==> src/rtl/mul_div_unit.sv <==
// rtl/mul_div_unit.sv - multi-cycle radix-2 multiply/divide unit with HI/LO registers
module mul_div_unit #(
  parameter int WIDTH = 32
) (
  input  logic             CLOCK,
  input  logic             RESET,
  input  logic             start,
  input  logic [1:0]       op,
  input  logic [WIDTH-1:0] src_a,
  input  logic [WIDTH-1:0] src_b,
  input  logic             flush,
  input  logic             hi_we,
  input  logic             lo_we,
  input  logic [WIDTH-1:0] wdata,
  output logic             busy,
  output logic             done,
  output logic [WIDTH-1:0] hi,
  output logic [WIDTH-1:0] lo
);

  localparam int CW = $clog2(WIDTH);
  localparam logic [CW-1:0] LAST = CW'(WIDTH - 1);

  typedef enum logic [1:0] {IDLE, RUN, FIX} state_t;

  state_t state_q, state_d;
  logic   accept, step, commit, direct_ok;

  logic [CW-1:0]      cnt_q;
  logic               is_div_q, neg_q_q, neg_r_q, div_zero_q;
  logic [WIDTH-1:0]   b_mag_q;
  // Shared accumulator: multiply keeps {partial product, multiplier},
  // divide keeps {partial remainder, dividend/quotient bits}.
  logic [2*WIDTH-1:0] acc_q;

  // Operand magnitudes and result sign flags for the op being issued
  logic             a_neg, b_neg;
  logic [WIDTH-1:0] a_mag, b_mag;
  assign a_neg = op[0] & src_a[WIDTH-1];
  assign b_neg = op[0] & src_b[WIDTH-1];
  assign a_mag = a_neg ? -src_a : src_a;
  assign b_mag = b_neg ? -src_b : src_b;

  // One shift-add step: add the multiplicand when the current multiplier bit is set
  logic [WIDTH:0]       mul_sum;
  logic [2*WIDTH-1:0]   mul_next;
  assign mul_sum  = {1'b0, acc_q[2*WIDTH-1:WIDTH]} + (acc_q[0] ? {1'b0, b_mag_q} : '0);
  assign mul_next = {mul_sum, acc_q[WIDTH-1:1]};

  // One restoring step: the difference fits in WIDTH bits whenever it is kept
  logic [WIDTH:0]       div_shift;
  logic [WIDTH-1:0]     div_sub;
  logic                 div_ok;
  logic [2*WIDTH-1:0]   div_next;
  assign div_shift = {acc_q[2*WIDTH-1:WIDTH], acc_q[WIDTH-1]};
  assign div_ok    = div_shift >= {1'b0, b_mag_q};
  assign div_sub   = div_shift[WIDTH-1:0] - b_mag_q;
  assign div_next  = div_ok ? {div_sub, acc_q[WIDTH-2:0], 1'b1}
                            : {div_shift[WIDTH-1:0], acc_q[WIDTH-2:0], 1'b0};

  // Sign correction; divide-by-zero leaves the dividend in the remainder naturally
  logic [2*WIDTH-1:0] prod;
  logic [WIDTH-1:0]   quot, rem, res_hi, res_lo;
  assign prod   = neg_q_q ? -acc_q : acc_q;
  assign quot   = neg_q_q ? -acc_q[WIDTH-1:0] : acc_q[WIDTH-1:0];
  assign rem    = neg_r_q ? -acc_q[2*WIDTH-1:WIDTH] : acc_q[2*WIDTH-1:WIDTH];
  assign res_hi = is_div_q ? rem : prod[2*WIDTH-1:WIDTH];
  assign res_lo = is_div_q ? (div_zero_q ? '1 : quot) : prod[WIDTH-1:0];

  // State register
  always_ff @(posedge CLOCK or posedge RESET) begin
    if (RESET) state_q <= IDLE;
    else       state_q <= state_d;
  end

  // Next state and control strobes; flush overrides everything
  always_comb begin
    state_d   = state_q;
    accept    = 1'b0;
    step      = 1'b0;
    commit    = 1'b0;
    direct_ok = 1'b0;
    busy      = (state_q != IDLE);
    unique case (state_q)
      IDLE: begin
        direct_ok = ~start;
        if (start) begin
          state_d = RUN;
          accept  = 1'b1;
        end
      end
      RUN: begin
        step = 1'b1;
        if (cnt_q == LAST) state_d = FIX;
      end
      FIX: begin
        commit  = 1'b1;
        state_d = IDLE;
      end
      default: state_d = IDLE;
    endcase
    if (flush) begin
      state_d = IDLE;
      accept  = 1'b0;
      step    = 1'b0;
      commit  = 1'b0;
    end
  end

  // Iteration datapath: load on accept, one radix-2 step per RUN cycle
  always_ff @(posedge CLOCK or posedge RESET) begin
    if (RESET) begin
      cnt_q      <= '0;
      is_div_q   <= 1'b0;
      neg_q_q    <= 1'b0;
      neg_r_q    <= 1'b0;
      div_zero_q <= 1'b0;
      b_mag_q    <= '0;
      acc_q      <= '0;
    end else if (accept) begin
      cnt_q      <= '0;
      is_div_q   <= op[1];
      neg_q_q    <= a_neg ^ b_neg;
      neg_r_q    <= a_neg;
      div_zero_q <= (src_b == '0);
      b_mag_q    <= b_mag;
      acc_q      <= {{WIDTH{1'b0}}, a_mag};
    end else if (step) begin
      cnt_q <= cnt_q + CW'(1);
      acc_q <= is_div_q ? div_next : mul_next;
    end
  end

  // Architectural HI/LO: result commit, or direct writes when idle and not starting
  always_ff @(posedge CLOCK or posedge RESET) begin
    if (RESET) begin
      hi   <= '0;
      lo   <= '0;
      done <= 1'b0;
    end else begin
      done <= commit;
      if (commit) begin
        hi <= res_hi;
        lo <= res_lo;
      end else if (direct_ok) begin
        if (hi_we) hi <= wdata;
        if (lo_we) lo <= wdata;
      end
    end
  end

endmodule

==> config.mk <==
export PLATFORM = sky130hd
export DESIGN_NAME = mul_div_unit
export DESIGN_NICKNAME = d
export VERILOG_FILES = /design/src/rtl/mul_div_unit.sv
export SDC_FILE = /design/constraint.sdc
export NUM_CORES = 1
export LEC_CHECK = 0
export CAP_MARGIN = 10
export CORE_MARGIN = 5
export CORE_UTILIZATION = 38
export DETAILED_ROUTE_END_ITERATION = 10
export PLACE_DENSITY = 0.67
export SLEW_MARGIN = 20
export SYNTH_ARGS = -nofsm -noshare
export SYNTH_HDL_FRONTEND = slang
export SYNTH_SLANG_ARGS = --single-unit
==> constraint.sdc <==
create_clock -name CLOCK -period 10.4 [get_ports CLOCK]
set_input_delay 2.08 -clock CLOCK [delete_from_list [all_inputs] [get_ports CLOCK]]
set_output_delay 2.08 -clock CLOCK [all_outputs]
set_load 0.005 [all_outputs]
==> metrics.txt, run 1 <==
# TYPE chip_impl_metric gauge
chip_impl_info{name="outcome",value="complete, no violations"} 1
chip_impl_metric{name="postCtsResizedCells",unit=""} 0
chip_impl_metric{name="power.leakage",unit="nW"} 6.911
chip_impl_metric{name="timing.critical_path.required",unit="ns"} 10.71
chip_impl_metric{name="synth_async_sr_flop_share",unit=""} 1.000
chip_impl_info{name="type_of_the_worst_min_delay_path",value="reg -> reg"} 1
chip_impl_metric{name="post-route-period-util",unit=""} 0.4600
chip_impl_metric{name="clock_tree.htree_level_count",unit=""} 4
chip_impl_metric{name="setup_viol_count_final",unit=""} 0
chip_impl_metric{name="insertedDiodeCount",unit=""} 0
chip_impl_metric{name="grt_start_max_net_pins",unit=""} 92
chip_impl_metric{name="clk_transition_reported_paths",unit="ns"} 0.07
chip_impl_metric{name="final.fill_count",unit=""} 3625
chip_impl_metric{name="post-route-util",unit=""} 0.4555
chip_impl_metric{name="syn_avg_cell_area",unit="um2"} 8.159
chip_impl_metric{name="finalClockSkew",unit="ns"} 0.01041
chip_impl_metric{name="detailroute.via_count",unit=""} 13230
chip_impl_metric{name="place.port_buffers",unit=""} 169
chip_impl_metric{name="die_w",unit="um"} 202.6
chip_impl_metric{name="syn-num-nets",unit=""} 1904
chip_impl_metric{name="power.combinational.fraction",unit=""} 0.559
chip_impl_metric{name="cellInternalPower",unit="mW"} 2.142
chip_impl_metric{name="die_h",unit="um"} 202.6
chip_impl_metric{name="hold_violations",unit=""} 0
chip_impl_metric{name="drv_cap",unit=""} 0
chip_impl_metric{name="drc",unit=""} 0
chip_impl_info{name="clockRootBuffer",value="sky130_fd_sc_hd__clkbuf_16"} 1
chip_impl_metric{name="post-cts-setup-buffers",unit=""} 0
chip_impl_info{name="synth.largest_area_cell",value="sky130_fd_sc_hd__dfrtp_1"} 1
chip_impl_info{name="critPathKind",value="in -> reg"} 1
chip_impl_metric{name="worstPathArrival",unit="ns"} 5.09
chip_impl_info{name="start_kind",value="primary input"} 1
chip_impl_metric{name="area.growth.synth_to_final",unit="%"} 18.28
chip_impl_metric{name="grt_antenna_before_repair",unit=""} 0
chip_impl_metric{name="synth-edff-count",unit=""} 0
chip_impl_metric{name="netlist-cell-type-count",unit=""} 76
chip_impl_metric{name="synth-seq-area-share",unit=""} 0.3053
chip_impl_metric{name="postSynthCellCount",unit=""} 1728
chip_impl_metric{name="global_route.usage.total",unit=""} 0.2140
chip_impl_metric{name="final.setup.tns",unit="ns"} 0
chip_impl_metric{name="clock_sink_count",unit=""} 172
chip_impl_metric{name="regToRegSetupSlack",unit="ns"} 5.91
chip_impl_metric{name="p_sw_frac",unit=""} 0.4727
chip_impl_metric{name="post-synth-top-area-fraction",unit=""} 0.3053
chip_impl_metric{name="place_congestion",unit=""} 0.9662
chip_impl_metric{name="pin_count",unit=""} 170
chip_impl_metric{name="worstMarginPinSlew",unit="ns"} 1.223
chip_impl_metric{name="routed_wire_length_per_instance",unit="um"} 19.62
chip_impl_metric{name="max_freq",unit="MHz"} 209.0
chip_impl_metric{name="p_clk_frac",unit=""} 0.162
chip_impl_info{name="rsz0062_at_grt",value="false"} 1
chip_impl_metric{name="starting_density_of_the_core",unit=""} 0.3851
chip_impl_metric{name="post_cts_hold_buffer_count",unit=""} 0
chip_impl_metric{name="wirelength",unit="mm"} 45.18
chip_impl_metric{name="design.final.nets",unit=""} 1998
chip_impl_metric{name="switchingPower",unit="mW"} 1.920
chip_impl_metric{name="die_area",unit="um2"} 41050
chip_impl_metric{name="first_global_vias",unit=""} 12790
chip_impl_info{name="primary_flip_flop_cell_chosen_by_synthesis_mapping",value="sky130_fd_sc_hd__dfrtp_1"} 1
chip_impl_metric{name="post_synth_instance_area",unit="um2"} 14100
chip_impl_metric{name="detail-route-antenna-nets",unit=""} 0
chip_impl_metric{name="cts_buffers",unit=""} 17
chip_impl_metric{name="place.detailed.hpwl",unit="mm"} 34.33
chip_impl_metric{name="wire_length_of_the_first_global_routing_pass",unit="mm"} 70.96
chip_impl_metric{name="via_per_inst",unit=""} 5.743
chip_impl_metric{name="pins_over_slew_limit",unit=""} 0
chip_impl_metric{name="grt-ovfl-total",unit=""} 0
chip_impl_info{name="critPathCaptureType",value="flip-flop"} 1
chip_impl_metric{name="ir_drop",unit="mV"} 0.1653
chip_impl_metric{name="number_of_storage_elements_in_the_synthesis_netlist",unit=""} 172
chip_impl_metric{name="sequential_share_of_power",unit=""} 0.279
chip_impl_metric{name="coreArea",unit="um2"} 36610
chip_impl_info{name="cts_tree",value="done"} 1
chip_impl_info{name="synth_top_area_cells",value="sky130_fd_sc_hd__dfrtp_1, sky130_fd_sc_hd__nand2_1, sky130_fd_sc_hd__o21ai_0"} 1
chip_impl_metric{name="row_count",unit=""} 70
chip_impl_metric{name="fraction_of_final_layout_cells_with_drive_strength_greater_than_1",unit=""} 0.04033
chip_impl_metric{name="insertion_delay",unit="ns"} 0.46
chip_impl_metric{name="max-slew-margin-rel",unit=""} 0.1850
chip_impl_metric{name="power-per-cell-area",unit="nW/um2"} 243.6
chip_impl_metric{name="timing.critical_path.fanout_max",unit=""} 5
chip_impl_metric{name="period_needed",unit="ns"} 4.784
chip_impl_metric{name="cts.path.max_buffers",unit=""} 2
chip_impl_metric{name="yosys_warnings",unit=""} 0
chip_impl_metric{name="drtIter0Drc",unit=""} 1170
chip_impl_metric{name="number_of_detailed_route_iterations_in_the_first_pass",unit=""} 5
[power groups by stage]
stage               clock network [mW]  logic, mW  registers (mW)
global route                     0.693       2.49            1.16
floorplan                            0       1.67            1.02
CTS                              0.666       2.25            1.13
detailed placement                   0       2.23            1.14
global placement                     0       2.20            1.13
finish                           0.657       2.27            1.13
[path summary, 6_finish.rpt]
check,from,to,depth (start not counted)
min in group asynchronous,RESET,done$_DFF_PP0_,2
setup / recovery,src_b[2],b_mag_q[25]$_DFFE_PP0P_,10
setup reg to reg,acc_q[31]$_DFFE_PP0P_,acc_q[58]$_DFFE_PP0P_,13
max in group asynchronous,RESET,acc_q[21]$_DFFE_PP0P_,3
hold / removal,b_mag_q[13]$_DFFE_PP0P_,b_mag_q[13]$_DFFE_PP0P_,2
hold reg to reg,b_mag_q[13]$_DFFE_PP0P_,b_mag_q[13]$_DFFE_PP0P_,2
[stage by stage]
stage               instances  hold WS [ns]  cell area (um2)  worst slack (ns)  power (mW)
detailed placement       2271        0.4703            16080             5.112       3.368
global placement         2271        0.4648            16080             5.189       3.333
CTS                      2303        0.4870            16670             5.598       4.037
global route             2303        0.5077            16680             5.237       4.347
finish                   2303        0.4778            16680             5.616       4.062
floorplan                1728        0.4498            14100             3.660       2.686
[cells in the final DEF, fill, tap and decap left out, types with 12 or more instances in the layout]
master                            instances
sky130_fd_sc_hd__nand2b_1                15
sky130_fd_sc_hd__inv_1                   62
sky130_fd_sc_hd__o41ai_1                 12
sky130_fd_sc_hd__mux2i_1                 85
sky130_fd_sc_hd__nand4_1                 13
sky130_fd_sc_hd__nand3_1                 28
sky130_fd_sc_hd__nor3_1                  31
sky130_fd_sc_hd__nor2b_1                 17
sky130_fd_sc_hd__a211oi_1                14
sky130_fd_sc_hd__a32oi_1                 27
sky130_fd_sc_hd__o31ai_1                 20
sky130_fd_sc_hd__and3_1                  12
sky130_fd_sc_hd__clkbuf_16               17
sky130_fd_sc_hd__dfrtp_1                171
sky130_fd_sc_hd__clkdlybuf4s50_1        169
sky130_fd_sc_hd__xor2_1                  97
sky130_fd_sc_hd__a31oi_1                 14
sky130_fd_sc_hd__o21ai_0                184
sky130_fd_sc_hd__xnor2_1                 79
sky130_fd_sc_hd__a21oi_1                 99
sky130_fd_sc_hd__nor4_1                  19
sky130_fd_sc_hd__nand2_1                249
sky130_fd_sc_hd__o211ai_1                36
sky130_fd_sc_hd__ha_1                    70
sky130_fd_sc_hd__a21o_1                  24
sky130_fd_sc_hd__a22oi_1                 20
sky130_fd_sc_hd__nor2_1                  95
[sequential cells by signal, summed over array words and instances, names as in the netlist]
| register | flops |
|---|---|
| cnt_q | 5 |
| neg_r_q | 1 |
| done | 1 |
| is_div_q | 1 |
| acc_q | 64 |
| lo | 32 |
| neg_q_q | 1 |
| b_mag_q | 32 |
| div_zero_q | 1 |
| state_q | 2 |
| hi | 32 |
[per-layer routing]
metal	up-vias	wire [um]	part of all wire	global-route usage
li1	6428	-	-	-
met1	6343	21200	0.47	0.3045
met2	415	20640	0.46	0.3452
met3	40	2605	0.058	0.03067
met4	0	736	0.016	0.05262
met5	-	0	0	0
[cells in the mapped netlist (all sizes together), types with 16 or more instances]
cell and n:
clkbuf 88, a21o 24, ha 70, xor2 97, dfrtp 172, a32oi 27, nor2 97, o21ai 189
o211ai 36, nor3 32, nor2b 17, o31ai 20, inv 64, nand3 30, nor4 22, mux2i 85
a21oi 100, xnor2 79, buf 16, nand2 249, a22oi 20
[layout make-up]
cell class,instances,area (um2),share of cell area
multi-input cells,1388,9176,0.5503
flip-flops and latches,172,4305,0.2582
repair buffers,179,1770,0.1062
well taps,468,585.6,0.03511
clock buffers,17,425.4,0.02551
inverters,64,245.2,0.01471
clock inverters,15,167.7,0.01005
[worst max-delay path: stages]
cell	delay, ns
sky130_fd_sc_hd__clkdlybuf4s50_1	0.46
sky130_fd_sc_hd__nor2_1	0.18
sky130_fd_sc_hd__nor4b_1	0.32
sky130_fd_sc_hd__nor2b_1	0.34
sky130_fd_sc_hd__nand2_1	0.14
sky130_fd_sc_hd__nor4_1	0.64
sky130_fd_sc_hd__nand2_1	0.28
sky130_fd_sc_hd__o41ai_1	0.39
sky130_fd_sc_hd__xor2_1	0.18
sky130_fd_sc_hd__o21ai_0	0.09
[cell families after synthesis]
group           synth area share
mux                      0.06195
fa+ha+maj                0.06496
buf+inv                  0.04553
xor+xnor                  0.1093
compound gates            0.2367
simple gates              0.1763
flops                     0.3053
(Power assumes the default switching activity.)
==> run 2: changes to the inputs <==
- PLACE_DENSITY: 0.67 -> 0.69
- clock period: 10.4 -> 4.1 ns (I/O delays scaled with it)
==> run 2 against run 1 <==
- hold slack better by 0.0073 ns
- count of clock-buffer cells in the layout stayed put
- combinational power grew to 2.7 times the previous value
- critical path depth is 4 higher
- non-clock buffer count is 37 higher
- die area stayed put
- critical path type is now reg -> reg
==> metrics.txt, run 2 (synthesis gave the netlist of run 1 again) <==
# TYPE chip_impl_metric gauge
chip_impl_metric{name="max_freq",unit="MHz"} 284.5
chip_impl_info{name="hold_path.startpoint",value="b_mag_q[21]$_DFFE_PP0P_"} 1
chip_impl_info{name="rsz0062_at_grt",value="false"} 1
chip_impl_metric{name="timing.critical_path.slowest_cell_delay",unit="ns"} 0.50
chip_impl_metric{name="pins_over_slew_limit",unit=""} 0
chip_impl_metric{name="final_cells",unit=""} 2340
chip_impl_info{name="clockRootBuffer",value="sky130_fd_sc_hd__clkbuf_16"} 1
chip_impl_info{name="layout_commonest_cell",value="sky130_fd_sc_hd__nand2_1"} 1
chip_impl_info{name="cp_cell_sequence",value="inv_1 > ha_1 > inv_1 > fa_1 > a21o_1 > a221oi_1 > nor2b_1 > o21ai_0 > buf_4 > o21ai_0 > a41oi_1 > xnor2_1 > mux2i_1 > a221oi_1"} 1
chip_impl_metric{name="area.growth.synth_to_final",unit="%"} 20.69
chip_impl_metric{name="met1_usage",unit=""} 0.3110
chip_impl_metric{name="power.leakage",unit="nW"} 7.117
chip_impl_metric{name="grt_start_max_net_pins",unit=""} 82
chip_impl_metric{name="timing.critical_path.required",unit="ns"} 4.44
chip_impl_info{name="r2r-start",value="acc_q[31]$_DFFE_PP0P_"} 1
chip_impl_metric{name="insertedDiodeCount",unit=""} 0
chip_impl_metric{name="power-per-cell-area",unit="nW/um2"} 621.0
chip_impl_metric{name="drtIter0Drc",unit=""} 1230
chip_impl_metric{name="coreArea",unit="um2"} 36610
chip_impl_metric{name="total_power",unit="mW"} 10.57
chip_impl_metric{name="ir_drop",unit="mV"} 0.3413
chip_impl_metric{name="wire_length_of_the_first_global_routing_pass",unit="mm"} 72.62
chip_impl_metric{name="timing.critical_path.fanout_max",unit=""} 4
chip_impl_metric{name="cts.path.max_buffers",unit=""} 2
chip_impl_info{name="type_of_the_worst_min_delay_path",value="reg -> reg"} 1
chip_impl_metric{name="wirelength",unit="mm"} 45.60
chip_impl_metric{name="global_route.usage.total",unit=""} 0.2173
chip_impl_metric{name="die_w",unit="um"} 202.6
chip_impl_metric{name="use_met3",unit=""} 0.02923
chip_impl_info{name="start_kind",value="flip-flop"} 1
chip_impl_metric{name="row_count",unit=""} 70
chip_impl_metric{name="die_h",unit="um"} 202.6
chip_impl_info{name="max_flop_register",value="acc_q"} 1
chip_impl_metric{name="setup_viol_count_final",unit=""} 0
chip_impl_metric{name="clock_tree.htree_level_count",unit=""} 4
chip_impl_metric{name="die_area",unit="um2"} 41050
chip_impl_info{name="cp_top_family",value="compound AO/OA/AOI/OAI gates"} 1
chip_impl_metric{name="final.setup.tns",unit="ns"} 0
chip_impl_info{name="crit_path_start",value="acc_q[31]$_DFFE_PP0P_"} 1
chip_impl_metric{name="finalClockSkew",unit="ns"} 0.02353
chip_impl_info{name="outcome",value="complete, no violations"} 1
chip_impl_metric{name="worstPathArrival",unit="ns"} 3.86
chip_impl_info{name="critPathCaptureType",value="flip-flop"} 1
chip_impl_metric{name="routed_wire_length_per_instance",unit="um"} 19.49
chip_impl_metric{name="place.port_buffers",unit=""} 169
chip_impl_metric{name="place.detailed.hpwl",unit="mm"} 35.48
chip_impl_metric{name="number_of_detailed_route_iterations_in_the_first_pass",unit=""} 6
chip_impl_metric{name="clk_transition_reported_paths",unit="ns"} 0.08
chip_impl_metric{name="post-cts-setup-buffers",unit=""} 0
chip_impl_info{name="cts_tree",value="done"} 1
chip_impl_metric{name="worstMarginPinSlew",unit="ns"} 1.028
chip_impl_metric{name="first_global_vias",unit=""} 13030
chip_impl_metric{name="largest_register_ffs",unit=""} 64
chip_impl_metric{name="place_congestion",unit=""} 0.9244
chip_impl_metric{name="grt-ovfl-total",unit=""} 0
chip_impl_metric{name="grt_antenna_before_repair",unit=""} 0
chip_impl_info{name="slowest_stage",value="sky130_fd_sc_hd__a221oi_1"} 1
chip_impl_metric{name="insertion_delay",unit="ns"} 0.46
chip_impl_metric{name="post-route-period-util",unit=""} 0.8572
chip_impl_metric{name="drv_cap",unit=""} 0
chip_impl_metric{name="starting_density_of_the_core",unit=""} 0.3851
chip_impl_metric{name="post_cts_hold_buffer_count",unit=""} 0
chip_impl_metric{name="drc",unit=""} 0
chip_impl_info{name="grt-busiest-layer",value="met2"} 1
chip_impl_metric{name="period_needed",unit="ns"} 3.515
chip_impl_metric{name="fraction_of_final_layout_cells_with_drive_strength_greater_than_1",unit=""} 0.05876
chip_impl_metric{name="design.final.nets",unit=""} 2035
chip_impl_metric{name="detailroute.via_count",unit=""} 13630
chip_impl_metric{name="postCtsResizedCells",unit=""} 0
chip_impl_metric{name="cts_buffers",unit=""} 17
chip_impl_info{name="critPathKind",value="reg -> reg"} 1
chip_impl_metric{name="via_per_inst",unit=""} 5.824
chip_impl_metric{name="pin_count",unit=""} 170
chip_impl_metric{name="global_route.usage.met2",unit=""} 0.3443
chip_impl_metric{name="placed_cells",unit=""} 2308
chip_impl_info{name="most-common-layout-cells",value="sky130_fd_sc_hd__nand2_1, sky130_fd_sc_hd__o21ai_0, sky130_fd_sc_hd__dfrtp_1"} 1
chip_impl_metric{name="post-route-util",unit=""} 0.4648
chip_impl_metric{name="clock_sink_count",unit=""} 172
chip_impl_metric{name="max-slew-margin-rel",unit=""} 0.3132
chip_impl_metric{name="hold_violations",unit=""} 0
chip_impl_metric{name="critical_path.n_buffers_inverters",unit=""} 3
chip_impl_metric{name="detail-route-antenna-nets",unit=""} 0
==> run 2: cell count changes in the layout (fill, tap and decap cells not counted), sizes merged <==
cell	previous run	this run
clkinv	6	11
inv	72	67
buf	10	47
==> run 2: per-stage QoR <==
step	hold WS [ns]	setup WS (ns)	area, um2
final	0.4850	0.5855	17020
after global routing	0.5059	0.3936	17020
after CTS	0.4903	0.5901	17020
after detailed placement	0.4710	0.2999	16380
after global placement	0.4636	0.3778	16380
after floorplan	0.4498	0.8534	14100
==> run 2: cell type report <==
| type | count | area [um2] |
|---|---|---|
| inverters | 64 | 244.0 |
| clock buffers | 17 | 425.4 |
| clock inverters | 15 | 211.5 |
| flip-flops and latches | 172 | 4305 |
| well taps | 468 | 585.6 |
| repair buffers | 216 | 2069 |
| fillers | 3574 | 19600 |
| multi-input cells | 1388 | 9174 |
==> run 2: worst reg2reg max path: cells and delay by family (launching register included) <==
kind	cells	cell delay (ns)
buffers and inverters	3	0.38
adder cells (fa/ha/maj)	2	0.58
AO/OA/AOI/OAI	6	1.57
multiplexers	1	0.10
flip-flops	1	0.47
AND/OR/NAND/NOR	1	0.14
XOR/XNOR	1	0.16
==> run 2: final timing paths <==
kind | endpoint | slack, ns | cells past startpoint
worst min-delay path | b_mag_q[21]$_DFFE_PP0P_ | 0.49 | 2
min in group asynchronous | done$_DFF_PP0_ | 0.86 | 2
worst max-delay path | acc_q[58]$_DFFE_PP0P_ | 0.59 | 14
worst max register to register | acc_q[58]$_DFFE_PP0P_ | 0.59 | 14
max in group asynchronous | b_mag_q[27]$_DFFE_PP0P_ | 2.31 | 3
worst min register to register | b_mag_q[21]$_DFFE_PP0P_ | 0.49 | 2
==> run 2: report_power, final <==
part           total, mW  switching [mW]  leakage [nW]  internal [mW]
Clock               1.75           0.906         0.304          0.846
Sequential          2.77           0.640          2.14           2.13
Combinational       6.04            3.44          4.67           2.61
==> run 2: metal layers <==
layer,vias up,share of wire
met3,69,0.070
met2,585,0.45
met4,0,0.029
met1,6481,0.46
li1,6492,-
met5,-,0
==> run 3: changes to the inputs <==
- RECOVER_POWER: default -> 25
- SKIP_LAST_GASP: default -> 1
==> run 3 against run 2 <==
- the run now ends with max-capacitance violations, max-slew violations left
- sequential power is essentially flat
- combinational power is essentially flat
- sequential share of layout area is essentially flat
- critical path depth shrank 4
- flip-flop and latch count is the same
- design area shrank 0.10%
- hold slack is essentially flat
- worst setup slack lost 0.0055 ns
- via count shrank 0.39%
- critical path type unchanged
- critical endpoint is now acc_q[32]$_DFFE_PP0P_
==> metrics.txt, run 3 (synthesis gave the netlist of run 1 again) <==
# TYPE chip_impl_metric gauge
chip_impl_metric{name="setup_viol_count_final",unit=""} 0
chip_impl_metric{name="period_needed",unit="ns"} 3.520
chip_impl_metric{name="global_route.usage.total",unit=""} 0.2173
chip_impl_metric{name="cts.path.max_buffers",unit=""} 2
chip_impl_metric{name="die_area",unit="um2"} 41050
chip_impl_metric{name="sequential_share_of_power",unit=""} 0.262
chip_impl_metric{name="postCtsResizedCells",unit=""} 0
chip_impl_metric{name="insertedDiodeCount",unit=""} 0
chip_impl_metric{name="grt-ovfl-total",unit=""} 0
chip_impl_metric{name="largest_register_ffs",unit=""} 64
chip_impl_metric{name="max_freq",unit="MHz"} 284.1
chip_impl_metric{name="post-place-ws",unit="ns"} 0.2999
chip_impl_metric{name="coreArea",unit="um2"} 36610
chip_impl_info{name="critPathCaptureType",value="flip-flop"} 1
chip_impl_metric{name="worstPathArrival",unit="ns"} 3.88
chip_impl_metric{name="post-route-period-util",unit=""} 0.8585
chip_impl_metric{name="hold_violations",unit=""} 0
chip_impl_metric{name="die_w",unit="um"} 202.6
chip_impl_metric{name="insertion_delay",unit="ns"} 0.46
chip_impl_metric{name="p_clk_frac",unit=""} 0.166
chip_impl_metric{name="timing.critical_path.slowest_cell_delay",unit="ns"} 0.51
chip_impl_metric{name="power.leakage",unit="nW"} 7.112
chip_impl_info{name="critPathKind",value="reg -> reg"} 1
chip_impl_metric{name="finalInstanceArea",unit="um2"} 17000
chip_impl_metric{name="place_congestion",unit=""} 0.9244
chip_impl_metric{name="total_power",unit="mW"} 10.57
chip_impl_metric{name="fraction_of_final_layout_cells_with_drive_strength_greater_than_1",unit=""} 0.05876
chip_impl_metric{name="first_global_vias",unit=""} 13030
chip_impl_metric{name="detail-route-antenna-nets",unit=""} 0
chip_impl_metric{name="power-per-cell-area",unit="nW/um2"} 622.0
chip_impl_metric{name="wire_length_of_the_first_global_routing_pass",unit="mm"} 72.62
chip_impl_metric{name="detailroute.via_count",unit=""} 13570
chip_impl_metric{name="timing.critical_path.fanout_max",unit=""} 15
chip_impl_metric{name="switchingPower",unit="mW"} 4.992
chip_impl_info{name="slowest_stage",value="sky130_fd_sc_hd__dfrtp_1"} 1
chip_impl_info{name="clockRootBuffer",value="sky130_fd_sc_hd__clkbuf_16"} 1
chip_impl_metric{name="pin_count",unit=""} 170
chip_impl_metric{name="grt_antenna_before_repair",unit=""} 0
chip_impl_metric{name="drc",unit=""} 0
chip_impl_metric{name="row_count",unit=""} 70
chip_impl_metric{name="post_cts_hold_buffer_count",unit=""} 0
chip_impl_metric{name="area.growth.synth_to_final",unit="%"} 20.56
chip_impl_info{name="violations_in_the_final_reports",value="max-capacitance violations, max-slew violations"} 1
chip_impl_metric{name="final.fill_count",unit=""} 3577
chip_impl_info{name="rsz0062_at_grt",value="false"} 1
chip_impl_metric{name="power.combinational.fraction",unit=""} 0.571
chip_impl_metric{name="via_per_inst",unit=""} 5.801
chip_impl_metric{name="place.detailed.hpwl",unit="mm"} 35.48
chip_impl_metric{name="final_critical_path_setup_slack",unit="ns"} 0.5800
chip_impl_metric{name="register_area",unit="um2"} 4305
chip_impl_metric{name="worstMarginPinSlew",unit="ns"} 1.569
chip_impl_metric{name="p_sw_frac",unit=""} 0.4722
chip_impl_info{name="max_flop_register",value="acc_q"} 1
chip_impl_info{name="layout_commonest_cell",value="sky130_fd_sc_hd__nand2_1"} 1
chip_impl_metric{name="drtIter0Drc",unit=""} 1137
chip_impl_metric{name="starting_density_of_the_core",unit=""} 0.3851
chip_impl_info{name="start_kind",value="flip-flop"} 1
chip_impl_metric{name="die_h",unit="um"} 202.6
chip_impl_metric{name="cellInternalPower",unit="mW"} 5.580
chip_impl_metric{name="finalClockSkew",unit="ns"} 0.02511
chip_impl_metric{name="final.setup.tns",unit="ns"} 0
chip_impl_info{name="most-common-layout-cells",value="sky130_fd_sc_hd__nand2_1, sky130_fd_sc_hd__o21ai_0, sky130_fd_sc_hd__dfrtp_1"} 1
chip_impl_metric{name="drv_cap",unit=""} 1
chip_impl_metric{name="clk_transition_reported_paths",unit="ns"} 0.08
chip_impl_metric{name="grt_start_max_net_pins",unit=""} 82
chip_impl_metric{name="routed_wire_length_per_instance",unit="um"} 19.52
chip_impl_metric{name="multi_input_comb_area",unit="um2"} 9174
chip_impl_info{name="cp_cell_sequence",value="ha_1 > nand3_1 > nor3_1 > o2111ai_1 > o211a_1 > a21oi_1 > o21a_1 > buf_4 > mux2_2 > o21ai_0"} 1
chip_impl_metric{name="clock_tree.htree_level_count",unit=""} 4
chip_impl_metric{name="timing.critical_path.required",unit="ns"} 4.46
chip_impl_info{name="cts_tree",value="done"} 1
chip_impl_metric{name="place.port_buffers",unit=""} 169
chip_impl_metric{name="max-slew-margin-rel",unit=""} -0.05165
chip_impl_metric{name="cts_buffers",unit=""} 17
chip_impl_metric{name="clock_sink_count",unit=""} 172
chip_impl_info{name="outcome",value="finished, violations left"} 1
chip_impl_metric{name="post-cts-setup-buffers",unit=""} 0
chip_impl_metric{name="ir_drop",unit="mV"} 0.3397
chip_impl_metric{name="placedInstanceArea",unit="um2"} 16380
chip_impl_metric{name="design.final.nets",unit=""} 2035
chip_impl_metric{name="number_of_detailed_route_iterations_in_the_first_pass",unit=""} 5
chip_impl_info{name="type_of_the_worst_min_delay_path",value="reg -> reg"} 1
chip_impl_metric{name="wirelength",unit="mm"} 45.67
chip_impl_metric{name="pins_over_slew_limit",unit=""} 32
==> run 3: path summary, 6_finish.rpt <==
check	start	endpoint	slack, ns	depth (start not counted)
worst max-delay path	acc_q[51]$_DFFE_PP0P_	acc_q[32]$_DFFE_PP0P_	0.58	10
worst min-delay path	b_mag_q[14]$_DFFE_PP0P_	b_mag_q[14]$_DFFE_PP0P_	0.49	2
worst max register to register	acc_q[51]$_DFFE_PP0P_	acc_q[32]$_DFFE_PP0P_	0.58	10
worst min register to register	b_mag_q[14]$_DFFE_PP0P_	b_mag_q[14]$_DFFE_PP0P_	0.49	2
max in group asynchronous	RESET	lo[31]$_DFFE_PP0P_	0.87	3
min in group asynchronous	RESET	done$_DFF_PP0_	1.19	2
==> run 3: critical path, delay by kind of cell (launching register included) <==
kind	cells	cell delay [ns]
mux	1	0.36
compound gates	5	1.19
flops	1	0.51
fa+ha+maj	1	0.50
simple gates	2	0.55
buf+inv	1	0.33
==> run 3: final cells by class <==
cell class / instances / share of cell area
Multi-Input combinational cell: 1388 / 0.5397
Sequential cell: 172 / 0.2533
Timing Repair Buffer: 216 / 0.1209
Tap cell: 468 / 0.03445
Clock buffer: 17 / 0.02503
Inverter: 64 / 0.01421
Clock inverter: 15 / 0.01244
==> run 3: metal layers <==
layer,GRT usage,wire length (um),up-vias
met4,0.06450,1238,0
met2,0.3443,20490,544
met1,0.3110,21000,6468
met3,0.02923,2938,65
li1,-,-,6497
met5,0,0,-
==> run 3: metrics by stage <==
step,utilization,hold WS [ns],instances
6_report,0.4643,0.4851,2340
5_1_grt,0.4643,0.5059,2340
4_1_cts,0.4648,0.4903,2340
3_5_place_dp,0.4474,0.4710,2308
3_3_place_gp,0.4474,0.4636,2308
2_1_floorplan,-,0.4498,1728
==> run 3: power by group through the flow <==
stage                     clock, mW  sequential [mW]  combinational, mW
after floorplan                   0             2.58               4.24
after global placement            0             2.77               5.84
after detailed placement          0             2.79               5.91
after CTS                      1.77             2.76               5.95
after global routing           1.84             2.84               6.61
final                          1.76             2.77               6.04
